===== config.mk =====
export PLATFORM = sky130hd
export DESIGN_NAME = mem_arbiter
export DESIGN_NICKNAME = d
export VERILOG_FILES = /design/src/rtl/mem_arbiter_pkg.sv /design/src/rtl/mem_arbiter_lat_counter.sv /design/src/rtl/mem_arbiter.sv
export SDC_FILE = /design/constraint.sdc
export NUM_CORES = 1
export LEC_CHECK = 0
export CAP_MARGIN = 40
export CORE_MARGIN = 2
export CORE_UTILIZATION = 37
export CTS_BUF_LIST = sky130_fd_sc_hd__clkbuf_16
export DETAILED_ROUTE_END_ITERATION = 8
export PLACE_DENSITY_LB_ADDON = 0.2
export SLEW_MARGIN = 30
export SYNTH_ARGS = -nofsm -noshare
export SYNTH_HDL_FRONTEND = slang
export SYNTH_SLANG_ARGS = --single-unit

===== constraint.sdc =====
create_clock -name clk -period 4.6 [get_ports clk]
set_clock_uncertainty 0.2 [all_clocks]
set_input_delay 0.46 -clock clk [delete_from_list [all_inputs] [get_ports clk]]
set_output_delay 0.46 -clock clk [all_outputs]
set_load 0.05 [all_outputs]

===== src/rtl/mem_arbiter_pkg.sv =====
`default_nettype none
// +--------------------------------------------------------------------------+
// | mem_arbiter_pkg : shared encodings and widths for the memory arbiter    |
// | Revision 1.0                                                             |
// +--------------------------------------------------------------------------+
package mem_arbiter_pkg;

    localparam int XLEN  = 32;
    localparam int LAT_W = 3;

    typedef enum logic [1:0] {
        ST_IDLE    = 2'd0,
        ST_RD_WAIT = 2'd1,
        ST_WR_DONE = 2'd2
    } state_t;

    typedef enum logic {
        OWN_IF = 1'b0,
        OWN_DM = 1'b1
    } owner_t;

endpackage
`default_nettype wire


===== src/rtl/mem_arbiter_lat_counter.sv =====
`default_nettype none
// +--------------------------------------------------------------------------+
// | arb_lat_counter : loadable down-counter with zero flag (read latency)   |
// | Revision 1.0                                                             |
// +--------------------------------------------------------------------------+
module arb_lat_counter
    import mem_arbiter_pkg::*;
(
    input  logic             clk,
    input  logic             reset,
    input  logic             load,
    input  logic [LAT_W-1:0] load_val,
    input  logic             dec,
    output logic             zero
);

    logic [LAT_W-1:0] cnt;

    always_ff @(posedge clk or posedge reset) begin
        if (reset) begin
            cnt <= '0;
        end else if (load) begin
            cnt <= load_val;
        end else if (dec && (cnt != '0)) begin
            cnt <= cnt - LAT_W'(1);
        end
    end

    assign zero = (cnt == '0);

endmodule
`default_nettype wire


===== src/rtl/mem_arbiter.sv =====
`default_nettype none
// +--------------------------------------------------------------------------+
// | mem_arbiter : fetch/data port arbiter onto one single-port memory        |
// | Optional: MEM_ARB_STARVE_GUARD_EN bounds DM grants while fetch waits.    |
// | Revision 1.0                                                             |
// +--------------------------------------------------------------------------+
module mem_arbiter
    import mem_arbiter_pkg::*;
#(
    parameter int LAT        = 2,
    parameter int STARVE_MAX = 4
) (
    input  logic            clk,
    input  logic            reset,

    input  logic            if_req,
    input  logic [XLEN-1:0] if_addr,
    output logic [XLEN-1:0] if_rdata,
    output logic            if_ack,

    input  logic            dm_req,
    input  logic            dm_we,
    input  logic [XLEN-1:0] dm_addr,
    input  logic [XLEN-1:0] dm_wdata,
    output logic [XLEN-1:0] dm_rdata,
    output logic            dm_ack,

    output logic            mem_en,
    output logic            mem_we,
    output logic [XLEN-1:0] mem_addr,
    output logic [XLEN-1:0] mem_wdata,
    input  logic [XLEN-1:0] mem_rdata,

    output logic            stall
);

    if ((LAT < 1) || (LAT > 7)) begin : g_lat_range
        $error("mem_arbiter: LAT must be in 1..7");
    end
    if (STARVE_MAX < 0) begin : g_starve_range
        $error("mem_arbiter: STARVE_MAX must be non-negative");
    end

    state_t          state, state_n;
    owner_t          owner, owner_n;
    logic [XLEN-1:0] addr_n, wdata_n, if_rdata_n, dm_rdata_n;
    logic            en_n, we_n, if_ack_n, dm_ack_n;
    logic            cnt_load, cnt_dec, cnt_zero;
    logic            grant_dm;

`ifdef MEM_ARB_STARVE_GUARD_EN
    localparam int STARVE_W = $clog2(STARVE_MAX + 2);

    logic [STARVE_W-1:0] starve_cnt;
    logic                starve_hit;

    assign starve_hit = if_req && (starve_cnt == STARVE_W'(STARVE_MAX));
    assign grant_dm   = dm_req && !starve_hit;

    // Counts DM wins while fetch is waiting; any fetch grant or idle fetch clears it.
    always_ff @(posedge clk or posedge reset) begin
        if (reset) begin
            starve_cnt <= '0;
        end else if (!if_req) begin
            starve_cnt <= '0;
        end else if (state == ST_IDLE) begin
            if (grant_dm) begin
                starve_cnt <= starve_cnt + STARVE_W'(1);
            end else begin
                starve_cnt <= '0;
            end
        end
    end
`else
    assign grant_dm = dm_req;
`endif

    arb_lat_counter u_lat_counter (
        .clk      (clk),
        .reset    (reset),
        .load     (cnt_load),
        .load_val (LAT_W'(LAT)),
        .dec      (cnt_dec),
        .zero     (cnt_zero)
    );

    assign stall = (if_req & ~if_ack) | (dm_req & ~dm_ack);

    always_ff @(posedge clk or posedge reset) begin
        if (reset) begin
            state     <= ST_IDLE;
            owner     <= OWN_DM;
            mem_en    <= 1'b0;
            mem_we    <= 1'b0;
            mem_addr  <= '0;
            mem_wdata <= '0;
            if_ack    <= 1'b0;
            dm_ack    <= 1'b0;
            if_rdata  <= '0;
            dm_rdata  <= '0;
        end else begin
            state     <= state_n;
            owner     <= owner_n;
            mem_en    <= en_n;
            mem_we    <= we_n;
            mem_addr  <= addr_n;
            mem_wdata <= wdata_n;
            if_ack    <= if_ack_n;
            dm_ack    <= dm_ack_n;
            if_rdata  <= if_rdata_n;
            dm_rdata  <= dm_rdata_n;
        end
    end

    always_comb begin
        state_n    = state;
        owner_n    = owner;
        addr_n     = mem_addr;
        wdata_n    = mem_wdata;
        en_n       = 1'b0;
        we_n       = 1'b0;
        if_ack_n   = 1'b0;
        dm_ack_n   = 1'b0;
        if_rdata_n = if_rdata;
        dm_rdata_n = dm_rdata;
        cnt_load   = 1'b0;
        cnt_dec    = 1'b0;

        case (state)
            ST_IDLE: begin
                if (grant_dm) begin
                    owner_n = OWN_DM;
                    addr_n  = dm_addr;
                    wdata_n = dm_wdata;
                    en_n    = 1'b1;
                    we_n    = dm_we;
                    if (dm_we) begin
                        state_n = ST_WR_DONE;
                    end else begin
                        state_n  = ST_RD_WAIT;
                        cnt_load = 1'b1;
                    end
                end else if (if_req) begin
                    owner_n  = OWN_IF;
                    addr_n   = if_addr;
                    en_n     = 1'b1;
                    state_n  = ST_RD_WAIT;
                    cnt_load = 1'b1;
                end
            end
            ST_RD_WAIT: begin
                if (cnt_zero) begin
                    state_n = ST_IDLE;
                    if (owner == OWN_DM) begin
                        dm_rdata_n = mem_rdata;
                        dm_ack_n   = 1'b1;
                    end else begin
                        if_rdata_n = mem_rdata;
                        if_ack_n   = 1'b1;
                    end
                end else begin
                    cnt_dec = 1'b1;
                end
            end
            ST_WR_DONE: begin
                dm_ack_n = 1'b1;
                state_n  = ST_IDLE;
            end
            default: begin
                state_n = ST_IDLE;
            end
        endcase
    end

endmodule
`default_nettype wire


* Yosys cells after proc, flatten, opt, wreduce, memory -nomap -nowiden
Index checks and enable logic that the tools add are counted. Widths: inputs -> output; s select.
Operators by class: $add $sub $neg 1, equal/unequal tests 4, multiplexer cells 27, bitwise operators 6, reductions and logical operators 11
Operators by type and width (count):
- $mux 32 | 2
- $mux 1 | 17
- $mux 2 | 4
- $mux 3 | 2
- $reduce_and 2->1 | 3
- $reduce_and 3->1 | 2
- $pmux 2 s2 | 1
- $reduce_bool 2->1 | 2
- $logic_not 3->1 | 1
- $ne 3x3->1 const B | 1
- $not 1->1 | 3
- $reduce_bool 3->1 | 1
- $sub 3x1->3 const B | 1
- $and 1x1->1 | 2
- $eq 2x1->1 const B | 1
- $eq 2x2->1 const B | 1
- $logic_not 2->1 | 1
- $ne 2x2->1 const B | 1
- $pmux 1 s2 | 1
- $logic_and 1x1->1 | 1
- $or 1x1->1 | 1
Word-level totals: register bits after elaboration 138, input port bits 133, output and inout bits 133, logic and storage cells 60

* Logic depth before layout (Yosys ltp)
word-level depth 6, mapped depth 7, mapped depth without buffers 6

* Modules after synthesis
Synthesis repeated with hierarchy kept, for this count alone.
Second synthesis, totals: cell total of the unflattened synthesis 399, area, all modules 5736.8 um^2
Modules (own cells, without submodules):
- mem_arbiter | times used 1, cells each 379, area an instance 5525.3 um^2, seq. area each 3379.5 um^2
- arb_lat_counter | times used 1, cells each 20, area an instance 211.5 um^2, seq. area each 75.1 um^2

* Worst setup path before layout
Ideal clock, no wire load.
kind input to output, start point in dm_req, end point out stall, arrival time 1627 ps, data required time 3940 ps, setup slack 2313 ps, stages on the path 4, buffers on the path 2, cells stage by stage buf_4 > buf_4 > inv_1 > o22ai_1
Between the ends: word-level cells in the longest chain between the ends 2
RTL lines:
- from (decl) | RTL line mem_arbiter.sv:21 | input logic dm_req,
- $and 1x1->1 | RTL line mem_arbiter.sv:87 | assign stall = (if_req & ~if_ack) | (dm_req & ~dm_ack);
- $or 1x1->1 | RTL line mem_arbiter.sv:87
- to (decl) | RTL line mem_arbiter.sv:34 | output logic stall
No other way between the ends.

* Worst setup path after layout
start point in if_req, end point out stall
Between the ends: word-level cells in the longest chain between the ends 2
RTL lines:
- from (decl) | RTL line mem_arbiter.sv:16 | input logic if_req,
- $and 1x1->1 | RTL line mem_arbiter.sv:87
- $or 1x1->1 | RTL line mem_arbiter.sv:87
No other way between the ends.

==> results.json <==
{
  "post_route_cells_drive_above_1_share": 0.199,
  "globalRouteOverflowTotal": 0,
  "wl_per_cell_um": 16.3,
  "ys_ff_latch": 138,
  "coreArea_sq_mm": 0.0146,
  "hold_depth": 3,
  "critical_register_to_register_path_endpoint": "dm_rdata[9]",
  "design.die.area_sq_mm": 0.0160,
  "drt_first_pass_iters": 4,
  "crit_path_start_kind": "input port",
  "yosysWarnings": 0,
  "layout_nets": 802,
  "wire_length_of_the_first_global_routing_pass_um": 22400,
  "routed_wirelength_um": 14000,
  "dominantRegCellSynth": "sky130_fd_sc_hd__dfrtp_1",
  "min_delay_worst_endpoint": "owner",
  "regToRegSetupSlack_ns": 2.35,
  "floorplan.rows": 44,
  "crit_path_end_kind": "output pin",
  "synth.yosys.seq_area_share": 0.624,
  "floorplan.die.height_um": 126,
  "netlist-cell-type-count": 27,
  "via_count": 4064,
  "cts_resized": 0,
  "final.min_clock_period_ns": 2.84,
  "worst_setup_hold_path_clk_slew_ns": 0.06,
  "synthesis.area_per_instance_sq_um": 14.1,
  "power_mw": 8.00,
  "final_report_max_slew_violation_count": 0,
  "power_density_mw_per_mm2": 890,
  "areaGrowthSynthToFinish_pct": 62.2,
  "asyncSetResetFlopFracSynth": 1.00,
  "ys_top_cells_by_area": "sky130_fd_sc_hd__dfrtp_1 (62%), sky130_fd_sc_hd__mux2_2 (20%), sky130_fd_sc_hd__mux2i_1 (5.8%), sky130_fd_sc_hd__o21ai_0 (2.8%), sky130_fd_sc_hd__nand2_1 (2.4%)",
  "worstPathArrival_ns": 2.18,
  "drt_iter0_drc": 148,
  "cts_hold_buffers_added": 0,
  "worstHoldStart": "dm_req",
  "number_of_global_route_vias_before_repair": 4406,
  "largest_net_degree_at_the_start_of_global_routing": 74,
  "port-buffer-count": 265,
  "finalWeightedCongestion": 0.724,
  "tritoncts": "built",
  "cts.htree.levels": 4,
  "p_leak_nw": 3.89,
  "netlist_area_sq_mm": 0.00554,
  "irDropWorstVdd_mv": 0.572,
  "timing_worst_slew_pin_value_ns": 0.653,
  "starting_utilization_of_the_core_area": 0.380,
  "die_width_um": 126,
  "cp_data_required_time_ns": 3.94,
  "biggest_area_consumer_among_synthesized_cells": "sky130_fd_sc_hd__dfrtp_1",
  "syn-num-nets": 530,
  "critical_path_class": "input port to output pin",
  "setup_viol": 0,
  "max_cap_viol_count": 0,
  "number_of_vias_per_cell_after_detailed_routing": 4.72,
  "synth_edf_count": 0,
  "status": "finished clean",
  "launch_point_of_the_worst_reg_to_reg_path": "u_lat_counter.cnt[0]",
  "antenna_violating_nets_remaining": 0,
  "grt_antenna_before_repair": 0,
  "post_cts.repair.setup_buffers": 0,
  "cts.root.buffer_cell": "sky130_fd_sc_hd__clkbuf_16",
  "slew_headroom": 0.563,
  "worst-path-max-fanout": 5,
  "commonest_cells_after_routing_fill_and_taps_aside": "sky130_fd_sc_hd__clkdlybuf4s50_1 (264), sky130_fd_sc_hd__dfrtp_1 (137), sky130_fd_sc_hd__mux2_2 (97), sky130_fd_sc_hd__nand2_1 (36), sky130_fd_sc_hd__mux2i_1 (32)",
  "hold_path_class": "input port to register",
  "hold_ws_ns": 0.191,
  "layout_commonest_cell": "sky130_fd_sc_hd__clkdlybuf4s50_1",
  "clock_tree_buf_depth": 2,
  "hpwl_um": 10600,
  "grt_usage": 0.179,
  "clock_sink_count": 138,
  "synthesized_instance_count": 392,
  "clk-insertion-delay-late_ns": 0.41,
  "remaining_routing_drc_violations": 0,
  "io_pins": 266,
  "tritoncts.num_buffers": 17,
  "reg2reg_depth": 6,
  "post-synth-top-area-fraction": 0.619,
  "grt_setup_unrepaired": "no",
  "total_negative_slack_for_setup_checks_ns": 0,
  "timing_hold_violations_final": 0,
  "maximum_frequency_from_static_timing_analysis_ghz": 0.352,
  "share_of_the_clock_period_used_by_the_worst_path_after_layout": 0.618,
  "antenna_cells": 0
}
## layer usage
metal  up-vias  track usage  routed length, um
li1       1897            -                  -
met1      2005        0.193               5240
met2       132        0.320               7510
met3        30       0.0544                850
met4         0       0.0866                411
met5         -            0                  0
## cell families (layout without fill, tap and decap cells)
kind of cell / Yosys count / after routing / synth area share
multiplexers: 129 / 129 / 0.255
AO/OA/AOI/OAI: 42 / 42 / 0.0411
XOR/XNOR: 1 / 1 / 0.00158
adder cells (fa/ha/maj): 5 / 5 / 0.0113
flip-flops: 138 / 138 / 0.624
buffers and inverters: 31 / 316 / 0.0316
AND/OR/NAND/NOR: 46 / 46 / 0.0359
## power by group
group / leakage (nW) / switching, mW / internal [mW] / total, mW
Sequential: 1.64 / 0.300 / 1.84 / 2.14
Combinational: 1.96 / 2.90 / 1.66 / 4.56
Clock: 0.291 / 0.476 / 0.832 / 1.31
## worst max-delay path by stage
stage          startpoint  endpoint  slack (ns)
3_5_place_dp       if_req     stall        1.76
5_1_grt            if_req     stall        1.70
4_1_cts            if_req     stall        1.75
2_1_floorplan       reset    dm_ack        0.25
6_report           if_req     stall        1.76
3_3_place_gp       if_req     stall        1.75
## synthesized netlist by cell type (2+ instances only)
cell type / instances
sky130_fd_sc_hd__dfrtp_1: 137
sky130_fd_sc_hd__inv_1: 11
sky130_fd_sc_hd__nand2_1: 36
sky130_fd_sc_hd__ha_1: 5
sky130_fd_sc_hd__clkbuf_1: 2
sky130_fd_sc_hd__nor2_1: 3
sky130_fd_sc_hd__mux2i_1: 32
sky130_fd_sc_hd__buf_2: 11
sky130_fd_sc_hd__mux2_2: 97
sky130_fd_sc_hd__buf_4: 2
sky130_fd_sc_hd__a21oi_1: 2
sky130_fd_sc_hd__o21ai_1: 3
sky130_fd_sc_hd__nand2b_1: 3
sky130_fd_sc_hd__buf_6: 5
sky130_fd_sc_hd__o21ai_0: 31
## worst max-delay path, cell delays in order
cell	delay, ns
sky130_fd_sc_hd__clkdlybuf4s50_1	0.62
sky130_fd_sc_hd__inv_1	0.08
sky130_fd_sc_hd__o22ai_1	0.17
sky130_fd_sc_hd__clkdlybuf4s50_1	0.85
## through the flow
step            util  instances  setup WS, ns  cell area, sq um
6_report       0.616        861          1.76              8990
5_1_grt        0.616        861          1.70              8990
4_1_cts        0.616        861          1.75              8990
3_5_place_dp   0.577        829          1.76              8420
3_3_place_gp   0.572        826          1.75              8340
2_1_floorplan      -        392         0.245              5540
## cell type report
| class | instances | area, sq um |
|---|---|---|
| inverters | 11 | 46.3 |
| clock inverters | 15 | 143 |
| well taps | 184 | 230 |
| clock buffers | 17 | 425 |
| flip-flops and latches | 138 | 3450 |
| multi-input cells | 223 | 1920 |
| fillers | 1136 | 5600 |
| repair buffers | 273 | 2770 |
## sequential cells by signal, indices dropped and copies added (netlist names)
name,flops
dm_rdata,32
if_rdata,32
mem_addr,32
mem_wdata,32
u_lat_counter.cnt,3
state,2
dm_ack,1
if_ack,1
mem_en,1
mem_we,1
owner,1
Note: power is estimated with default switching activity, not from simulation.
